[config.mk]
export PLATFORM = sky130hd
export DESIGN_NAME = scalar_lsu
export DESIGN_NICKNAME = d
export VERILOG_FILES = /design/src/rtl/scalar_lsu.sv
export SDC_FILE = /design/constraint.sdc
export NUM_CORES = 1
export LEC_CHECK = 0
export ABC_CLOCK_PERIOD_IN_PS = 4010
export BUFFER_PORTS_ARGS = -buffer_cell sky130_fd_sc_hd__buf_2
export CORE_AREA = 2 2 94 96
export CTS_BUF_LIST = sky130_fd_sc_hd__clkbuf_2 sky130_fd_sc_hd__clkbuf_4 sky130_fd_sc_hd__clkbuf_8
export DETAILED_ROUTE_END_ITERATION = 16
export DIE_AREA = 0 0 96 98
export HOLD_SLACK_MARGIN = 0.1
export PLACE_DENSITY_LB_ADDON = 0.25
export SETUP_SLACK_MARGIN = 0.3
export SLEW_MARGIN = 20
export SYNTH_ARGS = -nofsm -noshare
export SYNTH_HDL_FRONTEND = slang
export SYNTH_SLANG_ARGS = --single-unit
[constraint.sdc]
create_clock -name clk -period 4.01 [get_ports clk]
set_input_delay 0 -clock clk [delete_from_list [all_inputs] [get_ports clk]]
set_output_delay 0 -clock clk [all_outputs]
set_load 0.005 [all_outputs]
[src/rtl/scalar_lsu.sv]
// Scalar load/store unit.
// Takes one memory request at a time from execute and drives a one-cycle
// read or write strobe to the data memory. For loads it captures the
// returned word one cycle later. It then holds a response for writeback
// until that response is consumed.
// Addresses outside the data memory are faulted at acceptance and never
// reach the memory. A saturating counter records each faulted request.
module scalar_lsu #(
    parameter int N       = 24,
    parameter int DMEM_AW = 14
) (
    input  logic         clk,
    input  logic         rst,
    input  logic         req_valid,
    output logic         req_ready,
    input  logic         req_write,
    input  logic [N-1:0] req_address,
    input  logic [N-1:0] req_data,
    input  logic [3:0]   req_rd,
    output logic [N-1:0] scalar_data_address,
    output logic [N-1:0] write_scalar_data,
    output logic         ScalarMemRead,
    output logic         ScalarMemWrite,
    input  logic [N-1:0] scalar_data_read,
    output logic         resp_valid,
    input  logic         resp_ready,
    output logic [N-1:0] resp_data,
    output logic [3:0]   resp_rd,
    output logic         resp_fault,
    output logic [15:0]  fault_count
);

    typedef enum logic [1:0] {
        IDLE  = 2'd0,
        ISSUE = 2'd1,
        WAIT  = 2'd2,
        RESP  = 2'd3
    } state_t;

    state_t         state_r;
    logic           write_r;
    logic [3:0]     tag_r;
    logic [N-1:0]   addr_r;
    logic [N-1:0]   wdata_r;
    logic           mem_rd_r;
    logic           mem_wr_r;
    logic           resp_valid_r;
    logic [N-1:0]   resp_data_r;
    logic [3:0]     resp_rd_r;
    logic           resp_fault_r;
    logic [15:0]    fault_count_r;
    logic           accept_s;
    logic           out_of_range_s;

    // Any set bit above the memory word-address range is a fault.
    function automatic logic addr_out_of_range(input logic [N-1:0] addr);
        return |addr[N-1:DMEM_AW];
    endfunction

    // Ready is decoded from the state. It is gated by rst so that it reads 0
    // while reset is held, and 1 as soon as reset is released.
    assign req_ready      = (state_r == IDLE) && !rst;
    assign accept_s       = req_valid && req_ready;
    assign out_of_range_s = addr_out_of_range(req_address);

    // Request FSM together with all registered memory and response outputs.
    always_ff @(posedge clk or posedge rst) begin
        if (rst) begin
            state_r       <= IDLE;
            write_r       <= 1'b0;
            tag_r         <= 4'd0;
            addr_r        <= {N{1'b0}};
            wdata_r       <= {N{1'b0}};
            mem_rd_r      <= 1'b0;
            mem_wr_r      <= 1'b0;
            resp_valid_r  <= 1'b0;
            resp_data_r   <= {N{1'b0}};
            resp_rd_r     <= 4'd0;
            resp_fault_r  <= 1'b0;
            fault_count_r <= 16'd0;
        end else begin
            case (state_r)
                IDLE: begin
                    if (accept_s) begin
                        write_r <= req_write;
                        tag_r   <= req_rd;
                        if (out_of_range_s) begin
                            // A faulted request skips the memory entirely.
                            state_r      <= RESP;
                            resp_valid_r <= 1'b1;
                            resp_fault_r <= 1'b1;
                            resp_data_r  <= {N{1'b0}};
                            resp_rd_r    <= req_rd;
                            if (fault_count_r != 16'hFFFF) begin
                                fault_count_r <= fault_count_r + 16'd1;
                            end
                        end else begin
                            state_r  <= ISSUE;
                            addr_r   <= req_address;
                            wdata_r  <= req_data;
                            mem_rd_r <= !req_write;
                            mem_wr_r <= req_write;
                        end
                    end
                end
                ISSUE: begin
                    // The strobe is asserted for exactly this one cycle.
                    mem_rd_r <= 1'b0;
                    mem_wr_r <= 1'b0;
                    if (write_r) begin
                        state_r      <= RESP;
                        resp_valid_r <= 1'b1;
                        resp_fault_r <= 1'b0;
                        resp_data_r  <= {N{1'b0}};
                        resp_rd_r    <= tag_r;
                    end else begin
                        state_r <= WAIT;
                    end
                end
                WAIT: begin
                    // The memory presents the read word during this cycle.
                    state_r      <= RESP;
                    resp_valid_r <= 1'b1;
                    resp_fault_r <= 1'b0;
                    resp_data_r  <= scalar_data_read;
                    resp_rd_r    <= tag_r;
                end
                RESP: begin
                    // No bypass: the state goes back to IDLE first, so the
                    // next request is accepted one cycle later at the earliest.
                    if (resp_ready) begin
                        state_r      <= IDLE;
                        resp_valid_r <= 1'b0;
                    end
                end
                default: begin
                    state_r      <= IDLE;
                    mem_rd_r     <= 1'b0;
                    mem_wr_r     <= 1'b0;
                    resp_valid_r <= 1'b0;
                end
            endcase
        end
    end

    assign scalar_data_address = addr_r;
    assign write_scalar_data   = wdata_r;
    assign ScalarMemRead       = mem_rd_r;
    assign ScalarMemWrite      = mem_wr_r;
    assign resp_valid          = resp_valid_r;
    assign resp_data           = resp_data_r;
    assign resp_rd             = resp_rd_r;
    assign resp_fault          = resp_fault_r;
    assign fault_count         = fault_count_r;

endmodule

==> impl_metrics.csv <==
group,metric,value,unit
layout,nNetsFinal,684,
layout,antenna_cells,0,
logic_synthesis,synth_fa_ha_area_frac,0.0198,
logic_synthesis,synth_mux_area_frac,0.196,
status,status,"finished, final reports clean",
logic_synthesis,synth-simple-area-share,0.103,
logic_synthesis,netlist_area,4430,µm²
timing,drv_slew,0,
clocking,cts_sinks,103,
layout,synthToLayoutAreaGrowth,43.2,%
timing,fin_crit_sh,0.675,
logic_synthesis,async_flop_share,1.00,
grt,grt_pass1_wl,17400,µm
setup_path,cp_slowest_cell,"buf_4",
clocking,tritoncts,"yes",
logic_synthesis,synthTopCellsByArea,"dfrtp_1 (58%), mux2_2 (13%), mux2i_1 (5.9%), inv_1 (2.6%), nand2_1 (2.6%)",
timing,finalHoldViolCount,0,
logic_synthesis,synthFlopType,"dfrtp_1",
timing,tightest_slew,0.922,ns
logic_synthesis,syn_nets,430,
setup_path,rrSetupSlack,1.30,ns
clocking,cts_buffer_depth,2,
placement,dp_cells,619,
timing,rsz0062_at_grt,"no",
power,p_leak,3.50,nW
grt,grt_antenna_before_repair,0,
layout,fillCellCount,570,
clocking,cts_made_buffers,9,
setup_path,timing.rr.end,"resp_rd[1]",
timing,worst_slew_margin_rel,0.379,
floorplanning,die_w,96,µm
clocking,clock-root-buffer,"clkbuf_8",
logic_synthesis,synth_xor_area_frac,0.0257,
min_path,hp-class,"in2async",
power,power-per-cell-area,463,nW/µm²
job,drv_cap,0,
clocking,clk_pin_slew,0.10,ns
setup_path,cp_num_buf_inv,2,
grt,first_global_vias,3578,
drt,firstDrtPassIters,4,
timing,skew,0.0105,ns
floorplanning,start_util,0.523,
placement,gp_congestion,0.908,
logic_synthesis,synth_compound_gate_area_share,0.0288,
floorplanning,die_h,98,µm
logic_synthesis,synth.top_cells.by_count,"dfrtp_1 (103), mux2_2 (50), inv_1 (31), nand2_1 (31), mux2i_1 (26)",
grt,grt-ovfl-total,0,
logic_synthesis,syn_inst,342,
grt,grt_max_degree,55,
clocking,clock_latency,0.36,ns
power,total_power,2.93,mW
setup_path,crit_path_start_kind,"flip-flop",
setup_path,path_cells,"inv_1, ha_1, nand3b_4, a31o_4, a221oi_4, buf_4, mux2_1",
drt,drc,0,
setup_path,worstRegToRegCells,7,
logic_synthesis,synth_top_family_by_area,"multiplexers",
floorplanning,fp-row-count,34,
layout,multi_input_area,1650,µm²
logic_synthesis,ys_types,39,
logic_synthesis,post-synth-top-count-cell,"dfrtp_1",
setup_path,cpPeakStageDelay,0.45,ns
setup_path,crit_type,"reg2reg",
grt,grt.total_usage,0.237,
floorplanning,coreArea,8470,µm²
placement,hpwl,7030,µm
timing,setup_viol,0,
logic_synthesis,synth_edf_count,0,
setup_path,critPathArrivalTime,2.95,ns
logic_synthesis,seq_area_frac_synth,0.582,
logic_synthesis,ys_ff_latch,103,
setup_path,critPathCaptureType,"flip-flop",
floorplanning,die_area,9410,µm²
setup_path,path_max_fanout,29,
timing,setup-tns-final,0,ns
layout,seq_area,2580,µm²
drt,wirelength,10900,µm
timing,clock.fmax,369,MHz
floorplanning,pin_count,178,
drt,via_count,3510,
logic_synthesis,ys_warn_count,0,
clocking,h-tree-depth,3,
layout,final_cells,709,
drt,drt_iter0_drc,119,
timing,period_minus_slack,2.71,ns
setup_path,crit_family,"buffers and inverters",
power,peakVddDrop,0.384,mV
drt,postRouteAntennaNets,0,
drt,vias_per_cell,4.95,
setup_path,cp.required,4.25,ns
logic_synthesis,syn_avg_cell_area,12.9,µm²
logic_synthesis,synth_top_area_share,0.582,
setup_path,cp-startpoint,"state_r[0]",
logic_synthesis,yosysTopAreaCell,"dfrtp_1",
placement,port_buffers,177,
setup_path,r2r_start,"state_r[0]",
clocking,post_cts_resized,0,
clocking,cts_setup_buffers,0,
drt,wire_per_inst,15.3,µm
layout,final_layout_size_suffix_gt1_frac,0.424,
## sequential cells by signal (all words and copies together), names as in the netlist
register             cells
state_r                  2
resp_rd                  4
fault_count             16
ScalarMemWrite           1
scalar_data_address     24
resp_data               24
write_scalar_data       24
resp_valid               1
ScalarMemRead            1
resp_fault               1
tag_r                    4
write_r                  1
## stage by stage
step / area (µm²) / worst slack, ns / hold WS (ns) / utilization
finish: 6340 / 1.30 / 0.298 / 0.748
CTS: 6340 / 1.31 / 0.315 / 0.748
global route: 6340 / 1.14 / 0.353 / 0.748
floorplan: 4430 / 1.31 / 0.0302 / -
global placement: 5410 / 1.43 / 0.164 / 0.639
detailed placement: 5410 / 1.32 / 0.166 / 0.639
## kinds of logic (layout without fill, tap and decap cells)
kind of cell	Yosys count	after routing
flip-flops	103	103
AND/OR/NAND/NOR	81	81
multiplexers	80	80
buffers and inverters	44	303
AO/OA/AOI/OAI	14	14
XOR/XNOR	13	13
adder cells (fa/ha/maj)	7	7
## metal layers
layer,up-vias,share of wire,track usage
met5,-,0,0
met4,0,0.018,0.0890
met3,16,0.066,0.0532
met2,125,0.52,0.410
met1,1702,0.40,0.284
li1,1667,-,-
## worst register-to-register path: cells and delay by family (launching register included)
kind | cells | cell delay (ns)
AND/OR/NAND/NOR | 1 | 0.20
flip-flops | 1 | 0.43
multiplexers | 1 | 0.39
AO/OA/AOI/OAI | 2 | 0.57
buffers and inverters | 2 | 0.61
adder cells (fa/ha/maj) | 1 | 0.41
## area by class of cell
type / count / area share
Clock inverter: 5 / 0.00671
Clock buffer: 11 / 0.0229
Sequential cell: 103 / 0.407
Multi-Input combinational cell: 195 / 0.261
Inverter: 31 / 0.0188
Timing Repair Buffer: 256 / 0.263
Tap cell: 108 / 0.0213
## cell usage in the layout, fill, tap and decap left out, types with 4 or more instances in the layout
cell type	netlist	layout
nand2_1	31	31
xor2_1	13	13
ha_1	7	7
clkbuf_8	0	10
nor2_1	5	5
nand4_1	4	4
nand3_1	6	6
buf_2	6	177
mux2_2	50	50
nor4_1	10	10
inv_1	31	30
and2_1	11	11
dfrtp_1	103	103
dlygate4sd3_1	0	74
mux2i_1	26	26
buf_4	2	5
mux2_1	4	4
## repair_timing
item                                    4_1_cts  5_1_grt
endpoints found under the setup margin        0        0
hold endpoints to repair                    127        0
hold buffers                                 74        0
## report_power, final
group	leakage (nW)	switching (mW)	internal, mW
Combinational	2.02	0.508	0.525
Clock	0.0871	0.355	0.255
Sequential	1.39	0.101	1.19
Total	3.50	0.964	1.97
## worst max path at each step
stage	to	slack [ns]	cells past startpoint
floorplan	ScalarMemRead	1.31	1
global placement	resp_rd[0]	1.43	7
detailed placement	resp_rd[1]	1.32	7
CTS	resp_rd[1]	1.31	7
global route	resp_rd[1]	1.14	7
finish	resp_rd[1]	1.30	7
(Power assumes the default switching activity.)
